**src/rtl/rom_read_arbiter_if.sv**
```systemverilog
// Bundle between the ROM read arbiter, its two burst requesters and the shared ROM.
// The slave modport is the arbiter's view; master is the client/ROM side.
interface rom_read_arbiter_if #(
   parameter int unsigned ADDR_W = 9,
   parameter int unsigned DATA_W = 8,
   parameter int unsigned LEN_W  = 4
);
   logic              req0;
   logic [ADDR_W-1:0] addr0;
   logic [LEN_W-1:0]  len0;
   logic              gnt0;
   logic              req1;
   logic [ADDR_W-1:0] addr1;
   logic [LEN_W-1:0]  len1;
   logic              gnt1;
   logic [ADDR_W-1:0] rom_addr;
   logic [DATA_W-1:0] rom_data;
   logic [DATA_W-1:0] rd_data;
   logic              rd_valid;
   logic              rd_last;
   logic              rd_id;
   logic              busy;

   modport slave (
      input  req0, addr0, len0, req1, addr1, len1, rom_data,
      output gnt0, gnt1, rom_addr, rd_data, rd_valid, rd_last, rd_id, busy
   );

   modport master (
      output req0, addr0, len0, req1, addr1, len1, rom_data,
      input  gnt0, gnt1, rom_addr, rd_data, rd_valid, rd_last, rd_id, busy
   );
endinterface

```
**src/rtl/rom_read_arbiter.sv**
```systemverilog
// Round-robin arbiter sharing one combinational-read ROM between two burst readers;
// sequences the burst address and returns a registered, ID-tagged data stream.
module rom_read_arbiter #(
   parameter int unsigned ADDR_W = 9,
   parameter int unsigned DATA_W = 8,
   parameter int unsigned LEN_W  = 4
) (
   input  logic               clk,
   input  logic               rst,
   rom_read_arbiter_if.slave  bus
);
   localparam logic [0:0] ST_IDLE  = 1'b0;
   localparam logic [0:0] ST_BURST = 1'b1;

   logic [0:0]        state_q, state_d;
   logic              last_id_q, last_id_d;
   logic              tag_q, tag_d;
   logic [LEN_W-1:0]  count_q, count_d;
   logic [ADDR_W-1:0] addr_q, addr_d;
   logic [DATA_W-1:0] data_q, data_d;
   logic              valid_q, valid_d;
   logic              last_q, last_d;
   logic              id_q, id_d;
   logic              busy_q, busy_d;
   logic              gnt0_q, gnt0_d;
   logic              gnt1_q, gnt1_d;
   logic              pick0_c, pick1_c;

   // On a tie the requester that was not served last wins.
   assign pick0_c = bus.req0 && (!bus.req1 || last_id_q);
   assign pick1_c = bus.req1 && (!bus.req0 || !last_id_q);

   always_comb begin
      state_d   = state_q;
      last_id_d = last_id_q;
      tag_d     = tag_q;
      count_d   = count_q;
      addr_d    = addr_q;
      data_d    = data_q;
      valid_d   = 1'b0;
      last_d    = 1'b0;
      id_d      = id_q;
      busy_d    = busy_q;
      gnt0_d    = 1'b0;
      gnt1_d    = 1'b0;
      case (state_q)
         ST_IDLE: begin
            if (pick0_c) begin
               gnt0_d    = 1'b1;
               addr_d    = bus.addr0;
               count_d   = bus.len0;
               tag_d     = 1'b0;
               last_id_d = 1'b0;
               busy_d    = 1'b1;
               state_d   = ST_BURST;
            end else if (pick1_c) begin
               gnt1_d    = 1'b1;
               addr_d    = bus.addr1;
               count_d   = bus.len1;
               tag_d     = 1'b1;
               last_id_d = 1'b1;
               busy_d    = 1'b1;
               state_d   = ST_BURST;
            end
         end
         ST_BURST: begin
            data_d  = bus.rom_data;
            valid_d = 1'b1;
            id_d    = tag_q;
            last_d  = (count_q == LEN_W'(0));
            if (count_q != LEN_W'(0)) begin
               addr_d  = addr_q + ADDR_W'(1);
               count_d = count_q - LEN_W'(1);
            end else begin
               busy_d  = 1'b0;
               state_d = ST_IDLE;
            end
         end
         default: begin
            busy_d  = 1'b0;
            state_d = ST_IDLE;
         end
      endcase
   end

   always_ff @(posedge clk or negedge rst) begin
      if (!rst) begin
         state_q   <= ST_IDLE;
         last_id_q <= 1'b1;
         tag_q     <= 1'b0;
         count_q   <= '0;
         addr_q    <= '0;
         data_q    <= '0;
         valid_q   <= 1'b0;
         last_q    <= 1'b0;
         id_q      <= 1'b0;
         busy_q    <= 1'b0;
         gnt0_q    <= 1'b0;
         gnt1_q    <= 1'b0;
      end else begin
         state_q   <= state_d;
         last_id_q <= last_id_d;
         tag_q     <= tag_d;
         count_q   <= count_d;
         addr_q    <= addr_d;
         data_q    <= data_d;
         valid_q   <= valid_d;
         last_q    <= last_d;
         id_q      <= id_d;
         busy_q    <= busy_d;
         gnt0_q    <= gnt0_d;
         gnt1_q    <= gnt1_d;
      end
   end

   assign bus.gnt0     = gnt0_q;
   assign bus.gnt1     = gnt1_q;
   assign bus.rom_addr = addr_q;
   assign bus.rd_data  = data_q;
   assign bus.rd_valid = valid_q;
   assign bus.rd_last  = last_q;
   assign bus.rd_id    = id_q;
   assign bus.busy     = busy_q;
endmodule

```
**src/flat_wrapper.sv**
```systemverilog
// flat-port wrapper written by rule: the top's interface ports become plain ports
module rom_read_arbiter_flat 
#(
   parameter int unsigned ADDR_W = 9,
   parameter int unsigned DATA_W = 8,
   parameter int unsigned LEN_W  = 4
)
  (clk, rst, bus_req0, bus_addr0, bus_len0, bus_req1, bus_addr1, bus_len1, bus_rom_data, bus_gnt0, bus_gnt1, bus_rom_addr, bus_rd_data, bus_rd_valid, bus_rd_last, bus_rd_id, bus_busy);
  rom_read_arbiter_if #(.ADDR_W(ADDR_W), .DATA_W(DATA_W), .LEN_W(LEN_W)) bus_i ();
  input  logic clk;
  input  logic rst;
  input wire logic [$bits(bus_i.req0)-1:0] bus_req0;
  input wire logic [$bits(bus_i.addr0)-1:0] bus_addr0;
  input wire logic [$bits(bus_i.len0)-1:0] bus_len0;
  input wire logic [$bits(bus_i.req1)-1:0] bus_req1;
  input wire logic [$bits(bus_i.addr1)-1:0] bus_addr1;
  input wire logic [$bits(bus_i.len1)-1:0] bus_len1;
  input wire logic [$bits(bus_i.rom_data)-1:0] bus_rom_data;
  output wire logic [$bits(bus_i.gnt0)-1:0] bus_gnt0;
  output wire logic [$bits(bus_i.gnt1)-1:0] bus_gnt1;
  output wire logic [$bits(bus_i.rom_addr)-1:0] bus_rom_addr;
  output wire logic [$bits(bus_i.rd_data)-1:0] bus_rd_data;
  output wire logic [$bits(bus_i.rd_valid)-1:0] bus_rd_valid;
  output wire logic [$bits(bus_i.rd_last)-1:0] bus_rd_last;
  output wire logic [$bits(bus_i.rd_id)-1:0] bus_rd_id;
  output wire logic [$bits(bus_i.busy)-1:0] bus_busy;
  assign bus_i.req0 = bus_req0;
  assign bus_i.addr0 = bus_addr0;
  assign bus_i.len0 = bus_len0;
  assign bus_i.req1 = bus_req1;
  assign bus_i.addr1 = bus_addr1;
  assign bus_i.len1 = bus_len1;
  assign bus_i.rom_data = bus_rom_data;
  assign bus_gnt0 = bus_i.gnt0;
  assign bus_gnt1 = bus_i.gnt1;
  assign bus_rom_addr = bus_i.rom_addr;
  assign bus_rd_data = bus_i.rd_data;
  assign bus_rd_valid = bus_i.rd_valid;
  assign bus_rd_last = bus_i.rd_last;
  assign bus_rd_id = bus_i.rd_id;
  assign bus_busy = bus_i.busy;
  rom_read_arbiter #(.ADDR_W(ADDR_W), .DATA_W(DATA_W), .LEN_W(LEN_W)) u_core (.clk(clk), .rst(rst), .bus(bus_i));
endmodule
```
**config.mk**
```make
export PLATFORM = sky130hd
export DESIGN_NAME = rom_read_arbiter_flat
export DESIGN_NICKNAME = d
export VERILOG_FILES = /design/src/rtl/rom_read_arbiter_if.sv /design/src/rtl/rom_read_arbiter.sv /design/src/flat_wrapper.sv
export SDC_FILE = /design/constraint.sdc
export NUM_CORES = 1
export LEC_CHECK = 0
export CAP_MARGIN = 5
export CORE_MARGIN = 2
export CORE_UTILIZATION = 36
export CTS_BUF_LIST = sky130_fd_sc_hd__clkbuf_8 sky130_fd_sc_hd__clkbuf_16
export CTS_CLUSTER_SIZE = 24
export DETAILED_ROUTE_END_ITERATION = 10
export PLACE_DENSITY = 0.67
export SETUP_SLACK_MARGIN = 0.2
export SYNTH_ARGS = -nofsm -noshare
export SYNTH_HDL_FRONTEND = slang
export SYNTH_SLANG_ARGS = --single-unit
```
**constraint.sdc**
```tcl
create_clock -name clk -period 2.17 [get_ports clk]
set_input_delay 0.5425 -clock clk [delete_from_list [all_inputs] [get_ports clk]]
set_output_delay 0.5425 -clock clk [all_outputs]
set_load 0.05 [all_outputs]
```
==> flow_summary.json <==
{
  "syn_to_final_growth_pct": 46.0,
  "drive_gt1_share_pct": 21.6,
  "worstPathRequired_ns": 1.63,
  "grt_pass1_wl_mm": 7.69,
  "firstDrtPassIters": 4,
  "arrival_ns": 1.39,
  "path_clk_slew_ns": 0.06,
  "initial_utilization_pct": 37.4,
  "slowest_delay_ns": 0.79,
  "clock-sinks": 30,
  "tightest_slew_ns": 0.505,
  "die_h_um": 71.5,
  "stdcell_count": 274,
  "tns_ns": 0,
  "synth_most_common_cell": "dfrtp_1",
  "crit_chain": "clkdlybuf4s50_1",
  "grt.overflow.total": 0,
  "worstPathMaxFanout": 1,
  "core_area_mm2": 0.00438,
  "power_density_mw_per_mm2": 1510,
  "yosys-top-cells-count": "dfrtp_1 (29), mux2_2 (10), nand2_1 (9)",
  "pin_count": 61,
  "layout_min_cycle_time_ns": 1.94,
  "postRouteAntennaNets": 0,
  "synth-async-reset-ratio_pct": 100,
  "synth_largest_area_cell": "dfrtp_1",
  "antenna_found_initial": 0,
  "synthCells": 152,
  "cts-buffers-inserted": 5,
  "cp_top_family": "buffers and inverters",
  "grt_max_degree": 31,
  "setup_viol": 0,
  "fin_crit_sh_pct": 89.2,
  "syn_nets": 193,
  "post-cts-setup-buffers": 0,
  "drc": 0,
  "portBuffers": 60,
  "power_w": 0.00361,
  "cap_violations": 0,
  "synth_edf_count": 0,
  "synth_top_cell_area_share_pct": 44.3,
  "gr-usage-all-layers_pct": 19.6,
  "synth_area_per_cell_um2": 10.8,
  "placed_cells": 266,
  "cts_root_buffer": "clkbuf_8",
  "peakVddDrop_mv": 0.743,
  "ys_ff_latch": 30,
  "ys_warn_count": 0,
  "hpwl_mm": 3.53,
  "htreeDepth": 2,
  "die_x_um": 71.5,
  "timing.slew.headroom_pct": 66.3,
  "start_kind": "flop",
  "finalNetCount": 262,
  "final_util_pct": 54.6,
  "grt_pass1_vias": 1568,
  "clock.fmax_mhz": 517,
  "die_area_mm2": 0.00511,
  "num_vias": 1474,
  "p_leak_nw": 1.08,
  "yosysSeqAreaShare_pct": 45.9,
  "hold_viol_final": 0,
  "drt_iter0_drc": 109,
  "slowest_stage": "clkdlybuf4s50_1",
  "rsz0062_at_grt": "no",
  "drt-total-wl_mm": 4.64,
  "clock_latency_ns": 0.28,
  "cts_tree": "done",
  "synth_area_leaders": "dfrtp_1 (44%), mux2_2 (6.9%), mux2i_1 (2.4%)",
  "ys.flop_type": "dfrtp_1",
  "path_buf_inv": 1,
  "maxSlewViolCount": 0,
  "yosys.cell_types.count": 56,
  "viasPerCell": 5.38,
  "antenna_cells_inserted": 0,
  "clock_skew_ns": 0.00534,
  "run_status": "finished, final reports clean",
  "rows": 24,
  "ctsHoldBuffers": 0,
  "cts_buffer_depth": 2,
  "wl_per_cell_um": 16.9,
  "syn-cell-area_mm2": 0.00164,
  "cp-end-kind": "primary output",
  "hold_path.class": "reg -> reg",
  "gp_congestion": 0.868,
  "path_class": "reg -> out"
}
-- registers in the layout (all words and copies together) (netlist names) --
name	cells
u_core.bus.rom_addr	9
u_core.last_id_q	1
u_core.bus.gnt1	1
u_core.count_q	4
u_core.bus.rd_id	1
u_core.bus.rd_last	1
u_core.bus.busy	1
u_core.bus.rd_valid	1
u_core.tag_q	1
u_core.state_q	1
u_core.bus.gnt0	1
u_core.bus.rd_data	8
-- final cells by class --
type,instances,area (um^2)
Clock inverter,2,8.76
Multi-Input combinational cell,106,782
Timing Repair Buffer,71,666
Sequential cell,30,752
Inverter,7,37.5
Fill cell,412,1990
Clock buffer,6,82.6
Tap cell,52,65.1
-- routing by layer --
| layer | global-route usage, % | wire length, um | vias up | share of wire, % |
|---|---|---|---|---|
| met5 | 0 | 0 | - | 0 |
| met4 | 7.97 | 107 | 0 | 2.3 |
| met3 | 5.49 | 333 | 12 | 7.2 |
| met2 | 32.7 | 2200 | 56 | 47 |
| met1 | 23.9 | 2000 | 703 | 43 |
| li1 | - | - | 703 | - |
-- stage by stage --
stage	setup slack, ns	hold slack [ns]	instance area (um^2)
after floorplan	0.530	0.247	1640
after global placement	0.0735	0.469	2310
after detailed placement	0.0369	0.487	2310
after CTS	0.211	0.496	2380
after global routing	0.203	0.519	2390
final	0.235	0.487	2390
-- timing repair --
item                       CTS  global route
hold endpoints to repair     0             0
setup endpoints to repair   18             7
gates resized for setup     18             4
-- cell families (layout without fill, tap and decap cells) --
logic type	after synthesis	in the layout	synth area share, %
compound gates	41	41	18.4
simple gates	45	45	16.0
buf+inv	16	86	6.41
fa+ha+maj	3	3	2.29
xor+xnor	2	2	1.07
flops	30	30	45.9
mux	15	15	10.0
-- cells in the final DEF (no fill, tap or decap), drive strengths merged, types with 6 or more instances in the layout --
cell type	n
buf	12
dfrtp	29
nor2	7
clkbuf	6
a21oi	7
dlygate4sd2	18
mux2	11
inv	7
clkdlybuf4s50	38
nand2	10
o21ai	10
nand3	6
-- report_power, final --
group | internal [W] | switching, W
logic | 0.000777 | 0.00134
clock network | 0.000251 | 0.000204
registers | 0.000818 | 0.000223
-- worst paths after layout --
path	slack [ns]	end	cells past startpoint	startpoint
setup reg to reg	0.34	u_core.bus.rom_addr[5]	8	u_core.count_q[0]
setup / recovery	0.23	bus_rd_last	1	u_core.bus.rd_last
max in group asynchronous	1.20	u_core.last_id_q	2	rst
hold / removal	0.49	u_core.bus.busy	1	u_core.bus.busy
hold reg to reg	0.49	u_core.bus.busy	1	u_core.bus.busy
min in group asynchronous	0.65	u_core.bus.rd_data[6]	2	rst
Power figures use the tool's default switching activity.
